`src/rtl/memory_access_pkg.sv`:
```
// Shared types and constants for the memory stage.
package memory_access_pkg;

    localparam int unsigned N_DEFAULT = 64;

    typedef enum logic [0:0] {
        IDLE   = 1'b0,
        ACCESS = 1'b1
    } mem_state_t;

endpackage

```
`src/rtl/memory_access_flopenr.sv`:
```
// Parameterised-width register with synchronous active-high reset and load enable.
module flopenr #(
    parameter int unsigned W = 8
) (
    input  logic         clk,
    input  logic         reset,
    input  logic         en,
    input  logic [W-1:0] d,
    output logic [W-1:0] q
);

    always_ff @(posedge clk) begin
        if (reset) begin
            q <= '0;
        end else if (en) begin
            q <= d;
        end
    end

endmodule

```
`src/rtl/memory_access.sv`:
```
// Memory stage: EX/MEM register, branch resolution and req/ack data-memory access
// with back-pressure towards execute while an access is outstanding.
module memory_access
    import memory_access_pkg::*;
#(
    parameter int unsigned N = N_DEFAULT
) (
    input  logic         clk,
    input  logic         reset,

    input  logic         valid_E,
    output logic         ready_M,
    input  logic         Branch_E,
    input  logic         MemRead_E,
    input  logic         MemWrite_E,
    input  logic [N-1:0] PCBranch_E,
    input  logic [N-1:0] aluResult_E,
    input  logic [N-1:0] writeData_E,
    input  logic         zero_E,

    output logic         dmem_req,
    output logic         dmem_we,
    output logic [N-1:0] dmem_addr,
    output logic [N-1:0] dmem_wdata,
    input  logic [N-1:0] dmem_rdata,
    input  logic         dmem_ack,

    output logic         valid_M,
    output logic         PCSrc_M,
    output logic [N-1:0] PCBranch_M,
    output logic [N-1:0] aluResult_M,
    output logic [N-1:0] readData_M
);

    localparam int unsigned REG_W = 3 * N + 4;

    mem_state_t     state_q;
    mem_state_t     state_d;
    logic           accept;
    logic           valid_d;
    logic           pcsrc_d;
    logic           load_done;

    logic [REG_W-1:0] exmem_d;
    logic [REG_W-1:0] exmem_q;

    logic           branch_q;
    logic           memread_q;
    logic           memwrite_q;
    logic           zero_q;
    logic [N-1:0]   pcbranch_q;
    logic [N-1:0]   aluresult_q;
    logic [N-1:0]   writedata_q;

    assign ready_M = (state_q == IDLE);
    assign accept  = valid_E & ready_M;

    // EX/MEM pipeline register, loaded on every accepted instruction
    assign exmem_d = {Branch_E, MemRead_E, MemWrite_E, zero_E,
                      PCBranch_E, aluResult_E, writeData_E};

    flopenr #(
        .W (REG_W)
    ) u_exmem (
        .clk   (clk),
        .reset (reset),
        .en    (accept),
        .d     (exmem_d),
        .q     (exmem_q)
    );

    assign {branch_q, memread_q, memwrite_q, zero_q,
            pcbranch_q, aluresult_q, writedata_q} = exmem_q;

    // Request fields come straight from the EX/MEM register, so they stay stable until ack
    assign dmem_req    = (state_q == ACCESS);
    assign dmem_we     = memwrite_q;
    assign dmem_addr   = aluresult_q;
    assign dmem_wdata  = writedata_q;
    assign aluResult_M = aluresult_q;
    assign PCBranch_M  = pcbranch_q;

    always_ff @(posedge clk) begin
        if (reset) begin
            state_q    <= IDLE;
            valid_M    <= 1'b0;
            PCSrc_M    <= 1'b0;
            readData_M <= '0;
        end else begin
            state_q <= state_d;
            valid_M <= valid_d;
            PCSrc_M <= pcsrc_d;
            if (load_done) begin
                readData_M <= dmem_rdata;
            end
        end
    end

    // Next state and completion decode; a read+write op completes as a store
    always_comb begin
        state_d   = state_q;
        valid_d   = 1'b0;
        pcsrc_d   = 1'b0;
        load_done = 1'b0;
        case (state_q)
            IDLE: begin
                if (accept) begin
                    if (MemRead_E || MemWrite_E) begin
                        state_d = ACCESS;
                    end else begin
                        valid_d = 1'b1;
                        pcsrc_d = Branch_E & zero_E;
                    end
                end
            end
            ACCESS: begin
                if (dmem_ack) begin
                    state_d   = IDLE;
                    valid_d   = 1'b1;
                    pcsrc_d   = branch_q & zero_q;
                    load_done = memread_q & ~memwrite_q;
                end
            end
            default: begin
                state_d = IDLE;
            end
        endcase
    end

endmodule

```
`config.mk`:
```
export PLATFORM = sky130hd
export DESIGN_NAME = memory_access
export DESIGN_NICKNAME = d
export VERILOG_FILES = /design/src/rtl/memory_access_pkg.sv /design/src/rtl/memory_access_flopenr.sv /design/src/rtl/memory_access.sv
export SDC_FILE = /design/constraint.sdc
export NUM_CORES = 1
export LEC_CHECK = 0
export ABC_AREA = 1
export ABC_CLOCK_PERIOD_IN_PS = 1150
export CELL_PAD_IN_SITES_DETAIL_PLACEMENT = 0
export CELL_PAD_IN_SITES_GLOBAL_PLACEMENT = 1
export CORE_MARGIN = 3
export CORE_UTILIZATION = 23
export CTS_CLUSTER_SIZE = 12
export DETAILED_ROUTE_END_ITERATION = 10
export GPL_ROUTABILITY_DRIVEN = 0
export PLACE_DENSITY = 0.72
export SKIP_LAST_GASP = 1
export SYNTH_ARGS = -nofsm -noshare
export SYNTH_HDL_FRONTEND = slang
export SYNTH_SLANG_ARGS = --single-unit
```
`constraint.sdc`:
```
create_clock -name clk -period 1.15 [get_ports clk]
set_input_delay 0.115 -clock clk [delete_from_list [all_inputs] [get_ports clk]]
set_output_delay 0.115 -clock clk [all_outputs]
set_load 0.05 [all_outputs]
```
### Word-level counts from Yosys, hierarchy flattened

Cells that the tools add are included.

| word-level totals | value |
|---|---|
| flip-flop bits (word level) | 263 |
| bits of input ports | 264 |
| output and inout port bits | 325 |
| word-level logic and storage cells | 26 |

| cells by class | value |
|---|---|
| multiplexer cells | 14 |
| bitwise operators | 6 |
| reduce and logical (&&, ||, !) cells | 1 |

Operator list:

| kind | number |
|---|---|
| two-way mux 1 bit | 11 |
| one-hot mux 1 bit (2 select lines) | 3 |
| bitwise AND 1 bit | 4 |
| NOT 1 bit | 2 |
| logical OR 1 bit | 1 |

### Depth between registers and ports, before layout

Gate-level depths: netlist of run 1.

| depth | value |
|---|---|
| depth after elaboration | 4 |
| gate-level depth with buffers | 6 |
| gate-level depth less buffers | 5 |

### Cells and area by module

From an unflattened synthesis of run 1, not the netlist that was laid out.

| unflattened totals | value |
|---|---|
| cell total of the unflattened synthesis | 1740 |
| area total of the unflattened synthesis | 11527.3 um^2 |

Modules (own cells, without submodules):

| module | times used | cells an instance | area an instance (um^2) | seq. area each (um^2) |
|---|---|---|---|---|
| flopenr | 1 | 1242 | 8141.6 | 3923.8 |
| memory_access | 1 | 498 | 3385.7 | 1341.3 |

### Least setup slack after synthesis of run 1

Ideal clock, no wire load.

| path | value |
|---|---|
| kind | flip-flop to flip-flop |
| start | register state_q (netlist: dmem_req) |
| end | register u_exmem.q[158] |
| setup time | 0.065 ns |
| data arrival time | 1.641 ns |
| required time | 1.085 ns |
| path slack | -0.556 ns |
| stages on the path, launching flop included | 7 |
| path buffers | 2 |
| period minus slack after synthesis | 1.706 ns |
| cell sequence | dfxtp_1 inv_2 nand2_4 buf_4 buf_2 o21ai_0 nor2_1 |

| on the way | value |
|---|---|
| cells in the longest elaborated chain, start to end | 2 |

RTL lines:

| what | RTL line | source |
|---|---|---|
| start, declared | memory_access.sv:37 | `mem_state_t state_q;` |
| start signal, assigned | memory_access.sv:90 | `state_q <= state_d;` |
| NOT 1 bit | -- |  |
| net ready_M | memory_access.sv:12 | `output logic ready_M,` |
| bitwise AND 1 bit | memory_access.sv:56 | `assign accept = valid_E & ready_M;` |
| end signal, assigned | memory_access_flopenr.sv:14 | `q <= '0;` |
| end signal, assigned | memory_access_flopenr.sv:16 | `q <= d;` |
| end, declared | memory_access_flopenr.sv:9 | `output logic [W-1:0] q` |

The timed path passes the listed nets, and every way through them passes these cells.
A chain may end at the register's enable or synchronous reset.

### Worst setup path after layout of run 1

| path | value |
|---|---|
| start | register state_q (netlist: dmem_req) |
| end | register u_exmem.q[163] |

| on the way | value |
|---|---|
| cells in the longest elaborated chain, start to end | 2 |

RTL lines:

| what | RTL line |
|---|---|
| NOT 1 bit | -- |
| bitwise AND 1 bit | memory_access.sv:56 |

No other way between the ends.

==> results.txt, run 1 <==
First-pass GRT wire length: 63300 microns
Hpwl dp: 33500 microns
Slew @ Worst Pin: 0.323 ns
R2r worst-path depth: 8
Synth Area in Simple Gates: 0.224
CTS tree: built
Hold Crit Endpoint: u_exmem.q[158]
Reg clk slew, reported paths: 0.06 ns
Die width: 230 microns
Period utilization: 1.22
Synthesized net count: 1800
Drt drc: 0
Vias: 10675
Max-slew violations: 0
Fin cells: 2603
Critical path arrival: 1.89 ns
Yosys warns: 0
Setup Viol. Count Final: 584
Initial antenna violation count: 2
Slew HR: 0.783
Crit path launch type: register
Violations in the final reports: setup timing
Starting density of the core: 0.234
Setup CP Type: register to register
Vias in the first global route: 10587
Min Clock Period, post-route: 1.41 ns
Reg2reg setup slack: -0.26 ns
Port bufs: 588
Slowest stage delay, CP: 0.37 ns
Largest family of logic cells by synthesized area: buffers and inverters
Core Region: 0.0492 sq mm
RR Endpoint: u_exmem.q[163]
Avg WL per Cell: 17.2 microns
GRT overflow: 0
DR pass1 iterations: 5
Worst-path cell chain: buf_6, nor2_4, buf_12, buf_12, buf_12, clkbuf_16, nor2_2, nor2_1
Layout area overhead: 93.0%
Post-layout util: 0.451
CP max-delay cell: dfxtp_4
Via density: 4.10
Adder-cell share of the synthesized area: 0
Pleak: 9.16 nW
Max VDD drop: 1060 uV
Max-Cap Viols: 0
HP Start: PCBranch_E[30]
Power Total: 0.0301 W
Compound-Gate Fraction of Synth Area: 0.0879
Average size of a mapped cell: 7.48 sq um
Data required, critical path: 1.63 ns
Fin nets: 2179
Row cnt: 81
Status: finished, violations left
Clock sinks: 263
Xor/xnor share of the synthesized area: 0
Worst Setup End Kind: register
Final Hold Fails: 0
I/O pin total: 589
Post-route antenna net violation count: 0
Post-synth EDFFs: 0
Worst Clk Skew: 0.0397 ns
Min-delay worst type: input pin to register
Hold path depth: 3
Die span in y: 230 microns
Worst-path fanout max: 5
Placed instance area: 0.0199 sq mm
Clk root buf: clkbuf_16
Distinct cells, synth: 19
Post-synthesis mux area share: 0
Gate Count Post-Synth: 1536
Reg-to-Reg Start: dmem_req
WL final: 44700 microns
Synth async-reset ratio: 0
Setup TNS: -51.90 ns
Starting DRT DRC Count: 454
Share of layout cells above drive strength 1: 0.385
Cell Area, Synth: 0.0115 sq mm
Dpl cells: 2520
Fmax achieved: 710 MHz
Largest net degree at the start of global routing: 42
Yosys reg bits: 263
Most used cell, CP: buf_12
Final Instance Area: 0.0222 sq mm
Unrepaired setup endpoints after global routing: yes
Post-synthesis sequential area ratio: 0.458
Clock buffer count from CTS: 31
All-Layer GR Usage: 0.154
Setup ws final: -0.258 ns
H-Tree Depth: 1
Clock Latency Late Sink: 0.59 ns
Pwr dens: 1360 mW/mm^2
Die ar.: 0.0527 sq mm
CTS Hold Bufs: 0
Clock buffer depth: 3
Ys flop type: dfxtp_1
[synth_stat cells (7+ instances only)]
| library cell | instances | area share |
|---|---|---|
| o21ai_1 | 50 | 0.022 |
| buf_2 | 35 | 0.015 |
| nand3_1 | 65 | 0.028 |
| buf_4 | 265 | 0.17 |
| buf_6 | 7 | 0.0069 |
| o21ai_0 | 147 | 0.064 |
| dfxtp_1 | 263 | 0.46 |
| inv_1 | 68 | 0.022 |
| nor2_1 | 518 | 0.17 |
| clkbuf_1 | 30 | 0.0098 |
| nand2_1 | 68 | 0.022 |
| buf_1 | 7 | 0.0023 |
[cells by family after synthesis]
kind of cell           Yosys count
and+or+nand+nor                656
AOI/OAI and AO/OA              202
buffers and inverters          415
DFF                            263
[through the flow]
step	hold slack [ns]	setup WS, ns
2_1_floorplan	0.184	-0.0318
3_3_place_gp	0.460	-0.531
3_5_place_dp	0.476	-0.534
4_1_cts	0.0767	-0.268
5_1_grt	0.109	-0.314
6_report	0.123	-0.258
[sequential cells by signal (all words and copies together), names as in the netlist]
register	count
valid_M	1
readData_M	64
dmem_req	1
u_exmem.q	196
PCSrc_M	1
[timing repair]
action / in CTS / in global routing
cloned: 1 / 16
gates resized for setup: 322 / 67
setup buffers: 3 / 6
endpoints found under the setup margin: 584 / 587
pin swaps: 0 / 31
[critical path: cells and delay by family (launching register included)]
kind	cells	cell delay (ns)
buffers and inverters	5	0.62
flip-flops	1	0.37
AND/OR/NAND/NOR	3	0.30
[power breakdown]
group          switching (W)  internal (W)
sequential          0.000911       0.00984
clock                0.00389       0.00579
combinational        0.00483       0.00487
[routing by layer]
metal  GRT usage  share of wire  up-vias  wire, microns
met1       0.161           0.37     4867          16400
met4      0.0565          0.037        2           1660
li1            -              -     5307              -
met5           0        0.00020        -              9
met2       0.277           0.50      419          22400
met3      0.0606          0.094       80           4220
[final cells by class]
cell class	count	area (sq um)
clock buffer	50	947
clock inverter	6	58.8
inverter	71	284
sequential	263	5760
multi-input combinational	858	3740
timing repair buffer	690	10600
antenna	1	2.50
tap	664	831
fill	4564	27000
[how the worst max path moves through the flow]
stage,from,to,slack (ns),cells after the start
after global placement,valid_E,u_exmem.q[13],-0.53,5
after floorplan,dmem_req,readData_M[10],-0.03,5
final,dmem_req,u_exmem.q[163],-0.26,8
after detailed placement,valid_E,u_exmem.q[12],-0.53,5
after CTS,dmem_req,ready_M,-0.27,3
after global routing,dmem_req,u_exmem.q[163],-0.31,8
[cell usage in the layout (no fill, tap or decap), drive strengths merged]
master	Yosys	routed
inv	70	72
nand2	70	70
o21ai	197	197
bufinv	0	1
dfxtp	263	263
bufbuf	0	1
nand4	1	1
clkbuf	30	61
buf	314	415
a21oi	5	5
clkinv	1	4
nor2	520	520
clkdlybuf4s50	0	263
diode	0	1
nand3	65	65
(Power assumes the default switching activity.)
==> run 2: changes to the inputs <==
--- a/config.mk
+++ b/config.mk
@@ -15,6 +15,7 @@
 export DETAILED_ROUTE_END_ITERATION = 10
 export GPL_ROUTABILITY_DRIVEN = 0
 export PLACE_DENSITY = 0.72
+export RECOVER_POWER = 100
 export SKIP_LAST_GASP = 1
 export SYNTH_ARGS = -nofsm -noshare
 export SYNTH_HDL_FRONTEND = slang
==> results of run 2 <==
Final layout, timing and power as in run 1 (identical DEF).
